`src/rtl/fp_pkg.sv`:
```
// fp_pkg: shared constants, op/state encodings and a leading-zero helper
// for the float<->int converter.
package fp_pkg;

  localparam int EXP_W  = 8;
  localparam int FRAC_W = 23;

  localparam logic [EXP_W-1:0] EXP_BIAS = 8'd127;
  localparam logic [31:0] INVALID_INT = 32'h7FFF_FFFF;
  localparam logic [31:0] NEG_2_31_FP = 32'hCF00_0000;

  typedef enum logic {
    CVT_W_S = 1'b0,
    CVT_S_W = 1'b1
  } cvt_op_e;

  typedef enum logic [1:0] {
    S_IDLE,
    S_UNPACK,
    S_SHIFT,
    S_PACK
  } cvt_state_e;

  // Leading zeros of a non-zero word (0..31).
  function automatic logic [4:0] lzc32(
    input logic [31:0] v
  );
    logic [4:0] n;
    logic       hit;
    n   = '0;
    hit = 1'b0;
    for (int i = 31; i >= 0; i--) begin
      if (!hit) begin
        if (v[i]) hit = 1'b1;
        else      n   = n + 5'd1;
      end
    end
    return n;
  endfunction

endpackage

```
`src/rtl/fp_int_converter_if.sv`:
```
// fp_int_converter_if: start/busy/done request bundle.
// master drives start/op/a; slave returns out/busy/done/invalid.
interface fp_int_converter_if;

  logic        start;
  logic        op;
  logic [31:0] a;
  logic [31:0] out;
  logic        busy;
  logic        done;
  logic        invalid;

  modport master (
    output start,
    output op,
    output a,
    input  out,
    input  busy,
    input  done,
    input  invalid
  );

  modport slave (
    input  start,
    input  op,
    input  a,
    output out,
    output busy,
    output done,
    output invalid
  );

endinterface

```
`src/rtl/fp_round_pack.sv`:
```
// fp_round_pack: packs sign/exponent/normalized magnitude into a float.
// FP_CVT_ROUND_EN selects RNE rounding, otherwise bits [7:0] truncate.
import fp_pkg::*;

module fp_round_pack (
  input  logic             sign,
  input  logic [EXP_W-1:0] exp_in,
  input  logic [31:0]      mag,
  output logic [31:0]      fp
);

  logic             round_up;
  logic [23:0]      sum;
  logic [EXP_W-1:0] exp_out;

`ifdef FP_CVT_ROUND_EN
  logic guard;
  logic sticky;
  logic lsb;
  logic unused_bits;

  assign guard       = mag[7];
  assign sticky      = |mag[6:0];
  assign lsb         = mag[8];
  assign round_up    = guard & (sticky | lsb);
  // bit31 is the implicit one after normalization
  assign unused_bits = mag[31];
`else
  logic unused_bits;

  assign round_up    = 1'b0;
  assign unused_bits = ^{mag[31], mag[7:0]};
`endif

  // carry out of the mantissa bumps the exponent; fraction is then zero
  assign sum     = {1'b0, mag[30:8]} + {23'd0, round_up};
  assign exp_out = exp_in + {{(EXP_W-1){1'b0}}, sum[23]};
  assign fp      = {sign, exp_out, sum[22:0]};

endmodule

```
`src/rtl/fp_int_converter.sv`:
```
// fp_int_converter: multi-cycle cvt.w.s / cvt.s.w with a 1-bit/cycle
// shifter; start/busy/done handshake. Macro: FP_CVT_ROUND_EN.
import fp_pkg::*;

module fp_int_converter (
  input  logic                cpu_clk,
  input  logic                reset_n,
  fp_int_converter_if.slave   cvt
);

  localparam logic [7:0] RSH_BASE = EXP_BIAS + 8'(FRAC_W);
  localparam logic [7:0] OVF_EXP  = EXP_BIAS + 8'd31;

  cvt_state_e       state_q, state_d;
  cvt_op_e          op_q, op_d;
  logic [31:0]      a_q, a_d;
  logic             sign_q, sign_d;
  logic [31:0]      work_q, work_d;
  logic [4:0]       cnt_q, cnt_d;
  logic             left_q, left_d;
  logic             inv_q, inv_d;
  logic             zero_q, zero_d;
  logic [EXP_W-1:0] exp_q, exp_d;
  logic [31:0]      out_q, out_d;
  logic             busy_q, busy_d;
  logic             done_q, done_d;
  logic             invalid_q, invalid_d;

  logic [7:0]  a_exp;
  logic [31:0] a_mant;
  logic [31:0] a_mag;
  logic [4:0]  a_lz;
  logic        f_ovf;
  logic        f_small;
  logic        f_right;
  logic [31:0] f2i_res;
  logic [31:0] i2f_fp;
  logic [31:0] i2f_res;

  assign a_exp  = a_q[30:23];
  assign a_mant = {8'd0, 1'b1, a_q[22:0]};
  assign a_mag  = a_q[31] ? (~a_q + 32'd1) : a_q;
  assign a_lz   = lzc32(a_mag);

  assign f_ovf   = a_exp >= OVF_EXP;
  assign f_small = a_exp < EXP_BIAS;
  assign f_right = (a_exp >= EXP_BIAS) && (a_exp <= RSH_BASE);

  assign f2i_res = inv_q  ? INVALID_INT :
                   sign_q ? (~work_q + 32'd1) : work_q;
  assign i2f_res = zero_q ? 32'd0 : i2f_fp;

  fp_round_pack u_pack (
    .sign   (sign_q),
    .exp_in (exp_q),
    .mag    (work_q),
    .fp     (i2f_fp)
  );

  always_comb begin
    state_d   = state_q;
    op_d      = op_q;
    a_d       = a_q;
    sign_d    = sign_q;
    work_d    = work_q;
    cnt_d     = cnt_q;
    left_d    = left_q;
    inv_d     = inv_q;
    zero_d    = zero_q;
    exp_d     = exp_q;
    out_d     = out_q;
    busy_d    = busy_q;
    done_d    = 1'b0;
    invalid_d = invalid_q;
    unique case (state_q)
      S_IDLE: begin
        if (cvt.start) begin
          a_d     = cvt.a;
          op_d    = cvt_op_e'(cvt.op);
          busy_d  = 1'b1;
          state_d = S_UNPACK;
        end
      end
      S_UNPACK: begin
        sign_d = a_q[31];
        inv_d  = 1'b0;
        zero_d = 1'b0;
        left_d = 1'b0;
        cnt_d  = '0;
        work_d = '0;
        exp_d  = '0;
        if (op_q == CVT_W_S) begin
          unique case (1'b1)
            f_ovf: begin
              // -2^31 is the one representable e=31 value
              if (a_q == NEG_2_31_FP) work_d = 32'h8000_0000;
              else                    inv_d  = 1'b1;
            end
            f_small: begin
              work_d = '0;
            end
            f_right: begin
              work_d = a_mant;
              cnt_d  = 5'(RSH_BASE - a_exp);
            end
            default: begin
              work_d = a_mant;
              cnt_d  = 5'(a_exp - RSH_BASE);
              left_d = 1'b1;
            end
          endcase
        end else begin
          zero_d = (a_q == 32'd0);
          work_d = a_mag;
          left_d = 1'b1;
          cnt_d  = zero_d ? 5'd0 : a_lz;
          exp_d  = OVF_EXP - {3'd0, a_lz};
        end
        state_d = (cnt_d == 5'd0) ? S_PACK : S_SHIFT;
      end
      S_SHIFT: begin
        work_d = left_q ? (work_q << 1) : (work_q >> 1);
        cnt_d  = cnt_q - 5'd1;
        if (cnt_q == 5'd1) state_d = S_PACK;
      end
      S_PACK: begin
        if (op_q == CVT_W_S) begin
          out_d     = f2i_res;
          invalid_d = inv_q;
        end else begin
          out_d     = i2f_res;
          invalid_d = 1'b0;
        end
        done_d  = 1'b1;
        busy_d  = 1'b0;
        state_d = S_IDLE;
      end
      default: state_d = S_IDLE;
    endcase
  end

  always_ff @(posedge cpu_clk or negedge reset_n) begin
    if (!reset_n) begin
      state_q   <= S_IDLE;
      op_q      <= CVT_W_S;
      a_q       <= '0;
      sign_q    <= 1'b0;
      work_q    <= '0;
      cnt_q     <= '0;
      left_q    <= 1'b0;
      inv_q     <= 1'b0;
      zero_q    <= 1'b0;
      exp_q     <= '0;
      out_q     <= '0;
      busy_q    <= 1'b0;
      done_q    <= 1'b0;
      invalid_q <= 1'b0;
    end else begin
      state_q   <= state_d;
      op_q      <= op_d;
      a_q       <= a_d;
      sign_q    <= sign_d;
      work_q    <= work_d;
      cnt_q     <= cnt_d;
      left_q    <= left_d;
      inv_q     <= inv_d;
      zero_q    <= zero_d;
      exp_q     <= exp_d;
      out_q     <= out_d;
      busy_q    <= busy_d;
      done_q    <= done_d;
      invalid_q <= invalid_d;
    end
  end

  assign cvt.out     = out_q;
  assign cvt.busy    = busy_q;
  assign cvt.done    = done_q;
  assign cvt.invalid = invalid_q;

endmodule

```
`src/flat_wrapper.sv`:
```
// flat-port wrapper written by rule: the top's interface ports become plain ports
module fp_int_converter_flat 
  (cpu_clk, reset_n, cvt_start, cvt_op, cvt_a, cvt_out, cvt_busy, cvt_done, cvt_invalid);
  fp_int_converter_if cvt_i ();
  input  logic cpu_clk;
  input  logic reset_n;
  input wire logic [$bits(cvt_i.start)-1:0] cvt_start;
  input wire logic [$bits(cvt_i.op)-1:0] cvt_op;
  input wire logic [$bits(cvt_i.a)-1:0] cvt_a;
  output wire logic [$bits(cvt_i.out)-1:0] cvt_out;
  output wire logic [$bits(cvt_i.busy)-1:0] cvt_busy;
  output wire logic [$bits(cvt_i.done)-1:0] cvt_done;
  output wire logic [$bits(cvt_i.invalid)-1:0] cvt_invalid;
  assign cvt_i.start = cvt_start;
  assign cvt_i.op = cvt_op;
  assign cvt_i.a = cvt_a;
  assign cvt_out = cvt_i.out;
  assign cvt_busy = cvt_i.busy;
  assign cvt_done = cvt_i.done;
  assign cvt_invalid = cvt_i.invalid;
  fp_int_converter u_core (.cpu_clk(cpu_clk), .reset_n(reset_n), .cvt(cvt_i));
endmodule
```
`config.mk`:
```
export PLATFORM = sky130hd
export DESIGN_NAME = fp_int_converter_flat
export DESIGN_NICKNAME = d
export VERILOG_FILES = /design/src/rtl/fp_pkg.sv /design/src/rtl/fp_int_converter_if.sv /design/src/rtl/fp_round_pack.sv /design/src/rtl/fp_int_converter.sv /design/src/flat_wrapper.sv
export SDC_FILE = /design/constraint.sdc
export NUM_CORES = 1
export LEC_CHECK = 0
export BUFFER_PORTS_ARGS = -buffer_cell sky130_fd_sc_hd__buf_2
export CORE_ASPECT_RATIO = 0.9
export CORE_MARGIN = 2
export CORE_UTILIZATION = 40
export DETAILED_ROUTE_END_ITERATION = 10
export PLACE_DENSITY = 0.59
export SYNTH_ARGS = -nofsm -noshare
export SYNTH_HDL_FRONTEND = slang
export SYNTH_HIERARCHICAL = 1
export SYNTH_SLANG_ARGS = --single-unit
```
`constraint.sdc`:
```
create_clock -name cpu_clk -period 13.6 [get_ports cpu_clk]
set_input_delay 1.36 -clock cpu_clk [delete_from_list [all_inputs] [get_ports cpu_clk]]
set_output_delay 1.36 -clock cpu_clk [all_outputs]
set_load 0.005 [all_outputs]
```
# Word level (Yosys, flattened, before mapping)
# Index checks and enable logic that the tools add are counted.
# totals
reg_bits,119
input_bits,36
out_inout_bits,35
word_cells,229
# classes
addsub,37
order_cmp,4
n_eq_ne,7
n_mux,154
bitwise,2
n_reduce_logical,11
# op_table
cell,n
$mux 5,65
$mux 32,8
$add 5x1->5 const B,30
$pmux 32 s2,2
$mux 1,72
$add 32x1->32 const B,2
$not 32->32,2
$eq 32x32->1 const B,1
$logic_not 32->1,1
$pmux 5 s2,2
$ge 8x7->1 const B,1
$ge 8x8->1 const B,1
$le 8x8->1 const B,1
$lt 8x7->1 const B,1
$mux 8,1
$pmux 2 s4,1
$sub 8x5->8 const A,1
$reduce_and 2->1,3
$eq 5x1->1 const B,1
$logic_not 5->1,1
$sub 5x1->5 const B,1
$sub 5x5->5 const A,1
$sub 5x5->5 const B,1
$eq 2x2->1 const B,2
11 further kinds,13

# Longest topological paths before layout
# logic_depth
depth_word,103
ltp_mapped,85
depth_no_buf,83

# By module
# The synthesis kept the hierarchy.
# by_module_without_submodules
module,instances,cells_each,area_per_inst_um2,seq_area_each_um2
fp_int_converter,1,1612,12772.2,2977.9
fp_round_pack,1,32,240.2,0.0

# Worst setup path before layout
# Ideal clock, no wire load.
# synth_path
path_type,flip-flop to flip-flop
from,register u_core.a_q[16]
to,register u_core.exp_q[5]
setup_time_ps,120
arrival_ps,14614
required_time_ps,13480
slack_ps,-1135
path_stages_with_launch,84
path_buffers,3
period_less_slack_ps,14735
path_cell_list,dfrtp_1 > buf_6 > or4_4 > or4_4 > buf_6 > o41ai_1 > a31oi_1 > o31ai_1 > inv_1 > ha_1 > inv_1 > mux2i_1 > a21oi_1 > nor2_1 > ha_1 > nand3_1 > o211ai_1 > a21boi_0 > (+48 left out) > o21ai_0 > o21ai_0 > o21bai_1 > o21ai_0 > ha_1 > o21ai_0 > nand2_1 > ha_1 > nand2_1 > nand2_1 > nand4b_1 > o311ai_1 > a31oi_1 > o211ai_1 > xnor2_1 > xnor2_2 > and3_1 > a41o_1
# synth_via
elab_chain_len,99
word_cells_on_any_way,145
classes_between,add/sub (33); mux (111); bitwise (1)
# synth_rtl
item,line_no,text
from (decl),fp_int_converter.sv:16,"logic [31:0] a_q, a_d;"
from (signal assigned),fp_int_converter.sv:146,a_q <= '0;
from (signal assigned),fp_int_converter.sv:161,a_q <= a_d;
$not 32->32,fp_int_converter.sv:42,assign a_mag = a_q[31] ? (~a_q + 32'd1) : a_q;
$add 32x1->32,fp_int_converter.sv:42,
$mux 32 *,fp_int_converter.sv:42,
$mux 1,fp_pkg.sv:34,if (v[i]) hit = 1'b1;
$add 1x1->2,fp_pkg.sv:35,else n = n + 5'd1;
$mux 5,fp_pkg.sv:34,
$mux 5,fp_pkg.sv:33,if (!hit) begin
$add 5x1->5,fp_pkg.sv:35,
(+83 left out),n/a,
$add 5x1->5,fp_pkg.sv:35,
$mux 5,fp_pkg.sv:34,
$mux 5,fp_pkg.sv:33,
$add 5x1->5,fp_pkg.sv:35,
$mux 5,fp_pkg.sv:34,
$mux 5 *,fp_pkg.sv:33,
$sub 8x5->8 *,fp_int_converter.sv:117,"exp_d = OVF_EXP - {3'd0, a_lz};"
$mux 8 *,fp_int_converter.sv:92,if (op_q == CVT_W_S) begin
to (signal assigned),fp_int_converter.sv:168,exp_q <= exp_d;
to (decl),fp_int_converter.sv:23,"logic [EXP_W-1:0] exp_q, exp_d;"
# Mark *: on every way between the ends. The rest lies on a longest branch, timed or not.
# A chain may end at the register's enable or synchronous reset.

# Worst setup path in the final report
# layout_path
from,register u_core.a_q[15]
to,register u_core.exp_q[7]
# Same word-level chain as after synthesis.

==> metrics.yaml <==
grt_pass1_vias: 12500
cp_num_buf_inv: 28
routed_via_density: 5.93
finalNetCount: 1876
place_congestion: 0.930
cts_tree: "yes"
yosysMostFrequentCell: "nor2_1"
grt_max_degree: 65
startpoint_type: "flop"
path_class: "reg2reg"
cap_violations: 0
slew_viol_final: 0
yosysWarnings: 6
cp_slowest_cell: "or4_4"
cts_buffers: 17
fin_crit_ns: 13.86
synth.top_cells.by_count: "nor2_1, nand2_1, a21oi_1, dfrtp_1, o21ai_0"
initial_utilization_pct: 40.7
hold_path.class: "reg2reg"
crit_path_max_incr_delay_ns: 0.56
setup-violations-final: 7
cts_max_level: 4
area_delta_synth_final_pct: 22.0
wl_per_cell_um: 19.9
dp_hpwl_um: 33200
min_period_over_period_pct: 102
violations: "setup timing"
drt_wl_total_um: 44400
core_um2: 32000
num_vias: 13200
syn_nets: 1723
relSlewSlack_pct: 24.8
setup_tns_ns: -1.19
dieWidth_um: 194
rsz0062_at_grt: "true"
syn_inst: 1644
drt_iter0_drc: 1224
portBuffers: 70
arrival_ns: 14.17
synth_top_area_share_pct: 22.9
synth_cell_types: 104
ys_ff_latch: 119
rows: 62
crit_path_max_fanout: 6
fin_ws_ns: -0.265
fp.dieH_um: 175
synth_top_area_cell: "dfrtp_1"
synth_ff_type: "dfrtp_1"
required_ns: 13.90
cp_common_cell: "buf_4"
grt_antenna_before_repair: 1
synth.area.top_cells: "dfrtp_1, mux2_2, nor2_1"
hold_viol: 0
synth_edf_count: 0
status: "complete, but fails checks"
synthArstFlopShare_pct: 100
clk-insertion-delay-late_ns: 0.42
fin_skew_ns: 0.00894
die-area_um2: 34000
clock.fmax_mhz: 72.1
path_clk_slew_ns: 0.06
ant_nets: 0
endpoint_kind: "flop"
clkSinkCount: 119
layout-drive-gt1-share_pct: 28.1
syn_area_um2: 13000
cts_root_buf: "clkbuf_16"
num_io_pins: 71
drc: 0
grt_pass1_wl_um: 69700
grt_use_total_pct: 25.6
ys_seq_area_share_pct: 22.9
firstDrtPassIters: 5
clk_path_buf_depth: 2
worstMarginPinSlew_ns: 1.13
syn_avg_cell_area_um2: 7.92
gr-total-overflow: 0
cpLargestDelayFamily: "compound AO/OA/AOI/OAI gates"
==> kinds of logic after synthesis <==
| logic type | synth area share, % |
|---|---|
| xor+xnor | 9.40 |
| simple gates | 23.7 |
| mux | 9.60 |
| flops | 22.9 |
| fa+ha+maj | 4.44 |
| buf+inv | 6.83 |
| compound gates | 23.2 |
==> sequential cells by signal, indices dropped and copies added, names as in the netlist, 2 cells and up <==
| name | cells |
|---|---|
| u_core/cvt.out | 32 |
| u_core/cnt_q | 5 |
| u_core/exp_q | 8 |
| u_core/a_q | 32 |
| u_core/work_q | 32 |
| u_core/state_q | 2 |
==> metrics by stage <==
step           area [µm²]  setup WS [ns]  hold slack [ns]  util (%)  instances
2_1_floorplan       13200        -0.0451            0.474         -       1644
3_3_place_gp        14500         -0.187            0.469      45.4       2148
3_5_place_dp        14500         -0.480            0.491      45.4       2148
4_1_cts             15600         -0.122            0.504      48.8       2216
5_1_grt             15900          -1.06            0.513      49.7       2226
6_report            15900         -0.265            0.502      49.7       2227
==> path summary, 6_finish.rpt <==
kind                                           startpoint                        endpoint  slack, ns  cells past startpoint
max in group asynchronous                         reset_n    u_core/work_q[3]$_DFFE_PN0P_      11.26                      2
setup / recovery               u_core/a_q[15]$_DFFE_PN0P_     u_core/exp_q[7]$_DFFE_PN0P_      -0.26                     81
min in group asynchronous                         reset_n   u_core/cvt.out[8]$_DFFE_PN0P_       1.00                      1
hold / removal             u_core/cvt.out[19]$_DFFE_PN0P_  u_core/cvt.out[19]$_DFFE_PN0P_       0.50                      1
hold reg to reg            u_core/cvt.out[19]$_DFFE_PN0P_  u_core/cvt.out[19]$_DFFE_PN0P_       0.50                      1
setup reg to reg               u_core/a_q[15]$_DFFE_PN0P_     u_core/exp_q[7]$_DFFE_PN0P_      -0.26                     81
==> metal layers <==
metal	up-vias	global-route usage, %	routed length (µm)
met4	0	5.65	646
met1	6405	37.0	20900
met2	459	40.1	20000
met5	-	0	0
li1	6305	-	-
met3	46	4.32	2830
==> area by class of cell <==
class	instances	area (µm²)
clock buffer	17	425
sequential	119	2980
tap	416	520
timing repair buffer	273	1880
clock inverter	15	251
inverter	51	191
fill	3113	16100
antenna	1	2.50
multi-input combinational	1335	9620
==> repair_timing <==
action / in CTS / in global routing
hold buffers: 0 / 0
pin swaps: 58 / 38
setup endpoints to repair: 10 / 12
setup buffers: 36 / 10
resized for setup: 26 / 42
==> layout by cell type (no fill, tap or decap), types with 8 or more instances in the layout <==
cell type and instances:
nand2b_1 15, o21ai_0 70, nand3_1 37, and4_1 8, a211oi_1 25, mux2i_1 40
o211ai_1 17, nor2b_1 17, or4_1 13, and3_1 12, ha_1 33, inv_1 49
a21o_1 17, o31ai_1 15, a31oi_1 18, a21boi_0 14, nand4_1 27, nand2_1 141
buf_4 203, xnor2_1 68, nor4_1 18, a21oi_1 113, xor2_1 38, nor3b_1 12
and2_1 14, buf_2 69, nor2_1 168, or3_1 21, o22ai_1 11, dfrtp_1 118
mux2_2 73, clkbuf_16 17, o21ai_1 14, o21a_1 8, nor3_1 33, o22a_1 8
Power is not shown: default switching activity piles up to over one toggle a cycle in this logic, so the estimate is an artifact.
